$ cat config.mk
export PLATFORM = sky130hd
export DESIGN_NAME = mem_dump
export DESIGN_NICKNAME = d
export VERILOG_FILES = /design/src/rtl/miscv_dbg_pkg.sv /design/src/rtl/mem_dump_word_serializer.sv /design/src/rtl/mem_dump.sv
export SDC_FILE = /design/constraint.sdc
export NUM_CORES = 1
export LEC_CHECK = 0
export CORE_MARGIN = 8
export CORE_UTILIZATION = 49
export DETAILED_ROUTE_END_ITERATION = 6
export GPL_TIMING_DRIVEN = 0
export PLACE_DENSITY = 0.81
export SLEW_MARGIN = 40
export SYNTH_ARGS = -nofsm -noshare
export SYNTH_HDL_FRONTEND = slang
export SYNTH_SLANG_ARGS = --single-unit
$ cat constraint.sdc
create_clock -name clk -period 2.95 [get_ports clk]
set_clock_uncertainty 0.2 [all_clocks]
set_input_delay 0.4425 -clock clk [delete_from_list [all_inputs] [get_ports clk]]
set_output_delay 0.4425 -clock clk [all_outputs]
set_load 0.01 [all_outputs]
$ cat src/rtl/miscv_dbg_pkg.sv
// rtl/miscv_dbg_pkg.sv - shared types and constants for the RAM dump engine
//
// Contents:
//   dump_state_t    : mem_dump controller states
//   BYTES_PER_WORD  : bytes emitted per RAM word
//   BYTE_W          : width of one stream byte
//   WORD_W          : RAM data width
//   IDX_W           : width of the byte index within a word
package miscv_dbg_pkg;

    typedef enum logic [2:0] {
        ST_IDLE,
        ST_READ,
        ST_WAIT,
        ST_SEND,
        ST_DONE
    } dump_state_t;

    localparam int BYTES_PER_WORD = 4;
    localparam int BYTE_W         = 8;
    localparam int WORD_W         = BYTES_PER_WORD * BYTE_W;
    localparam int IDX_W          = $clog2(BYTES_PER_WORD);

endpackage

$ cat src/rtl/mem_dump_word_serializer.sv
// rtl/mem_dump_word_serializer.sv - splits one 32-bit word into a byte stream, LSB first
//
// Ports:
//   clk, rst   : clock, asynchronous active-high reset
//   load       : capture word and start presenting byte 0
//   word       : word to serialize
//   tx_valid   : byte available
//   tx_data    : current byte (low byte of the shift register)
//   tx_ready   : sink accepts byte
//   last_byte  : pulses on the handshake of the final byte of the word
module word_serializer
    import miscv_dbg_pkg::*;
(
    input  logic              clk,
    input  logic              rst,
    input  logic              load,
    input  logic [WORD_W-1:0] word,
    output logic              tx_valid,
    output logic [BYTE_W-1:0] tx_data,
    input  logic              tx_ready,
    output logic              last_byte
);

    logic [WORD_W-1:0] shift_q;
    logic [IDX_W-1:0]  idx_q;
    logic              valid_q;
    logic              fire;

    assign fire      = valid_q && tx_ready;
    assign last_byte = fire && (idx_q == IDX_W'(BYTES_PER_WORD - 1));
    assign tx_valid  = valid_q;
    // Data only moves on a handshake, so it is stable while stalled.
    assign tx_data   = shift_q[BYTE_W-1:0];

    always_ff @(posedge clk or posedge rst) begin
        if (rst) begin
            shift_q <= '0;
            idx_q   <= '0;
            valid_q <= 1'b0;
        end else if (load) begin
            shift_q <= word;
            idx_q   <= '0;
            valid_q <= 1'b1;
        end else if (fire) begin
            shift_q <= shift_q >> BYTE_W;
            idx_q   <= idx_q + IDX_W'(1);
            if (idx_q == IDX_W'(BYTES_PER_WORD - 1)) begin
                valid_q <= 1'b0;
            end
        end
    end

endmodule

$ cat src/rtl/mem_dump.sv
// rtl/mem_dump.sv - reads a word range from RAM and streams it out as bytes, LSB first
//
// Parameters:
//   ADDR_W : RAM word-address width
//   CNT_W  : word-count width
// Ports:
//   clk, rst             : clock, asynchronous active-high reset
//   start                : command strobe, honoured only when idle
//   base_addr, word_count: command arguments, captured on accepted start
//   busy, done           : command in progress / one-cycle completion pulse
//   mem_re, mem_addr     : synchronous RAM read request
//   mem_rdata            : RAM data, valid the cycle after mem_re
//   tx_valid, tx_data    : byte stream out
//   tx_ready             : byte stream back-pressure
module mem_dump
    import miscv_dbg_pkg::*;
#(
    parameter int ADDR_W = 10,
    parameter int CNT_W  = 16
) (
    input  logic              clk,
    input  logic              rst,
    input  logic              start,
    input  logic [ADDR_W-1:0] base_addr,
    input  logic [CNT_W-1:0]  word_count,
    output logic              busy,
    output logic              done,
    output logic              mem_re,
    output logic [ADDR_W-1:0] mem_addr,
    input  logic [WORD_W-1:0] mem_rdata,
    output logic              tx_valid,
    output logic [BYTE_W-1:0] tx_data,
    input  logic              tx_ready
);

    dump_state_t       state_q, state_d;
    logic [ADDR_W-1:0] addr_q;
    logic [CNT_W-1:0]  remain_q;
    logic              accept;
    logic              load;
    logic              last_byte;

    assign accept   = (state_q == ST_IDLE) && start;
    assign mem_addr = addr_q;

    always_ff @(posedge clk or posedge rst) begin
        if (rst) begin
            state_q  <= ST_IDLE;
            addr_q   <= '0;
            remain_q <= '0;
        end else begin
            state_q <= state_d;
            if (accept) begin
                addr_q   <= base_addr;
                remain_q <= word_count;
            end else if (last_byte) begin
                // Address wraps naturally at 2^ADDR_W.
                addr_q   <= addr_q + ADDR_W'(1);
                remain_q <= remain_q - CNT_W'(1);
            end
        end
    end

    always_comb begin
        state_d = state_q;
        busy    = 1'b1;
        done    = 1'b0;
        mem_re  = 1'b0;
        load    = 1'b0;
        case (state_q)
            ST_IDLE: begin
                busy = 1'b0;
                if (start) begin
                    state_d = (word_count == CNT_W'(0)) ? ST_DONE : ST_READ;
                end
            end
            ST_READ: begin
                mem_re  = 1'b1;
                state_d = ST_WAIT;
            end
            ST_WAIT: begin
                load    = 1'b1;
                state_d = ST_SEND;
            end
            ST_SEND: begin
                if (last_byte) begin
                    state_d = (remain_q == CNT_W'(1)) ? ST_DONE : ST_READ;
                end
            end
            ST_DONE: begin
                done    = 1'b1;
                state_d = ST_IDLE;
            end
            default: begin
                state_d = ST_IDLE;
            end
        endcase
    end

    word_serializer u_ser (
        .clk       (clk),
        .rst       (rst),
        .load      (load),
        .word      (mem_rdata),
        .tx_valid  (tx_valid),
        .tx_data   (tx_data),
        .tx_ready  (tx_ready),
        .last_byte (last_byte)
    );

endmodule
==> flow_summary.yaml <==
sta:
  fin_crit_ns: 2.27
  finalHoldViolations: 0
  setup_violations: 0
  slew_violations: 0
  relSlewSlack_pct: 50.7
  tightest_slew_ns: 0.740
  finalSetupTns_ns: 0
  max_freq_ghz: 0.441
  grt_setup_unrepaired: "no"
  finalCritPeriodShare_pct: 76.9
drt:
  wl_um: 8090
  routedWlPerCell_um: 15.7
  drtAntennaViolNets: 0
  viasPerCell: 5.38
  drt_iter0_drc: 80
  drt_first_pass_iters: 4
  drc: 0
  dr_total_vias: 2769
synth:
  async_reset_ff_share_pct: 100
  synth-adder-area-share_pct: 1.58
  yosysUniqueCellTypes: 36
  synth-compound-area-share_pct: 11.0
  seq_area_frac_synth_pct: 50.5
  synth_edf_count: 0
  ys_seq_elements: 64
  ys_top_cells_by_area: "dfrtp_1 50%, nand2_1 8.8%, o21ai_0 8.7%"
  synth_top_family_by_area: "simple AND/OR/NAND/NOR gates"
  syn_avg_cell_area_um2: 9.39
  yosysTopAreaCellShare_pct: 50.5
  ys.flop_type: "dfrtp_1"
  syn-num-nets: 404
  synth_xor_area_share_pct: 6.62
  yosysWarnings: 0
  synth_mux_area_share_pct: 7.88
  yosysTopAreaCell: "dfrtp_1"
  syn_area_um2: 3170
  syn_inst: 338
  synthSimpleGateAreaFrac_pct: 17.8
finish:
  multiInputGateArea_um2: 1430
  regArea_um2: 1600
  drive_above_1_share_pct: 6.85
  num-fill-cells: 502
  fin_nets: 499
  final_cell_mix: "83 x clkdlybuf4s50_1, 74 x nand2_1, 64 x dfrtp_1, 55 x o21ai_0, 25 x mux2i_1"
  layout.cells.most_common: "clkdlybuf4s50_1"
  fin_cells: 515
  syn_to_final_growth_pct: 37.1
  antennaDiodeCount: 0
die:
  dieArea_um2: 9310
  fp.dieH_um: 96.5
  num_rows: 29
  io_pins: 84
  initial_utilization_pct: 50.3
  fp.coreArea_um2: 6310
  die_x_um: 96.5
worst_setup_path:
  worstSetupStartpointType: "flop"
  path_class: "reg -> out"
  path_max_fanout: 7
  required_ns: 2.31
  endpoint_kind: "output port"
  cp.arrival_ns: 1.63
clock_network:
  cts_sinks: 64
  cts.clk_slew.worst_paths_ns: 0.08
  clockBufferDepth: 2
  cts_resized: 0
  cts_made_buffers: 9
  post_cts_buffers: 0
  cts_tree: "done"
  holdBufCountCts: 0
  cts_root_buf: "clkbuf_8"
  h-tree-depth: 3
  clock_latency_ns: 0.34
power_and_ir_drop:
  power_density_nw_per_um2: 800
  finalPower_mw: 3.48
  ir_worst_vdd_mv: 0.416
  power.leakage_nw: 1.88
place:
  hpwl_um: 6050
  gp_congestion: 0.809
  port_buffers: 83
  dp_cells: 499
global_route:
  grt_overflow: 0
  top_usage_layer: "met2"
  track_usage_pct: 18.4
  grt_use_met1_pct: 21.9
  grtUsageMet3_pct: 4.71
  grt_max_degree: 34
  grt_pass1_vias: 2897
  antenna_found_initial: 0
  grt_util_met2_pct: 30.4
  grt_pass1_wl_um: 13300
flow_run:
  cap_violations: 0
min_path:
  hold_path.class: "in -> async"
status:
  outcome: "complete, no violations"
[cell type report]
class | count | share of cell area (%)
plain buffers | 25 | 2.87
well taps | 77 | 2.21
flip-flops and latches | 64 | 36.8
repair buffers | 84 | 19.5
inverters | 6 | 0.575
multi-input cells | 243 | 32.7
clock inverters | 6 | 2.10
clock buffers | 10 | 3.16
[metrics by stage]
step                      area [um2]  util, %  hold slack (ns)  setup WS [ns]
after global routing            4350     68.9            0.274          0.559
after global placement          4100     65.0            0.302         -0.376
after detailed placement        4120     65.3            0.307          0.425
after floorplan                 3170        -            0.269          0.709
after CTS                       4350     68.9            0.255          0.654
final                           4350     68.9            0.242          0.682
[report_power, final]
part | internal, mW | switching [mW]
registers | 1.21 | 0.266
clock network | 0.503 | 0.346
logic | 0.624 | 0.533
total | 2.34 | 1.14
[final timing paths]
check / from / slack [ns] / end / cells past startpoint
setup / recovery: state_q[0]$_DFFE_PP0P_ / 0.68 / busy / 3
hold / removal: rst / 0.24 / u_ser.shift_q[21]$_DFFE_PP0P_ / 2
setup reg to reg: remain_q[0]$_DFFE_PP0P_ / 0.68 / remain_q[7]$_DFFE_PP0P_ / 5
hold reg to reg: state_q[2]$_DFFE_PP0P_ / 0.32 / state_q[0]$_DFFE_PP0P_ / 1
max in group asynchronous: rst / 1.80 / remain_q[15]$_DFFE_PP0P_ / 3
min in group clk: state_q[2]$_DFFE_PP0P_ / 0.32 / state_q[0]$_DFFE_PP0P_ / 1
[worst max-delay path: stages (launching register included)]
cell	delay, ns
dfrtp_1	0.44
nor3_1	0.30
inv_1	0.07
clkdlybuf4s50_1	0.48
[state kept, by name (all words and copies together), names as in the netlist]
name	flops
u_ser.tx_valid	1
state_q	3
mem_addr	10
u_ser.idx_q	2
remain_q	16
u_ser.shift_q	32
[cells in the mapped netlist, types with 5 or more instances]
| library cell | n |
|---|---|
| buf_4 | 8 |
| xor2_1 | 14 |
| xnor2_1 | 10 |
| nand2_1 | 74 |
| dfrtp_1 | 64 |
| nand3_1 | 7 |
| nor3_1 | 5 |
| nand4_1 | 5 |
| clkbuf_1 | 16 |
| nor2_1 | 13 |
| mux2i_1 | 25 |
| o21ai_0 | 55 |
| inv_1 | 6 |
| nor4_1 | 5 |
[per-layer routing]
layer / share of wire [%] / wire, um / vias to the layer above
met5: 0 / 0 / -
met4: 1.8 / 143 / 0
met3: 7.3 / 587 / 12
met2: 49 / 3950 / 92
met1: 42 / 3420 / 1327
li1: - / - / 1338
[logic make-up after synthesis]
kind of cell	after synthesis
buffers and inverters	31
adder cells (fa/ha/maj)	4
XOR/XNOR	24
AND/OR/NAND/NOR	124
multiplexers	25
AO/OA/AOI/OAI	66
flip-flops	64
(Power assumes the default switching activity.)
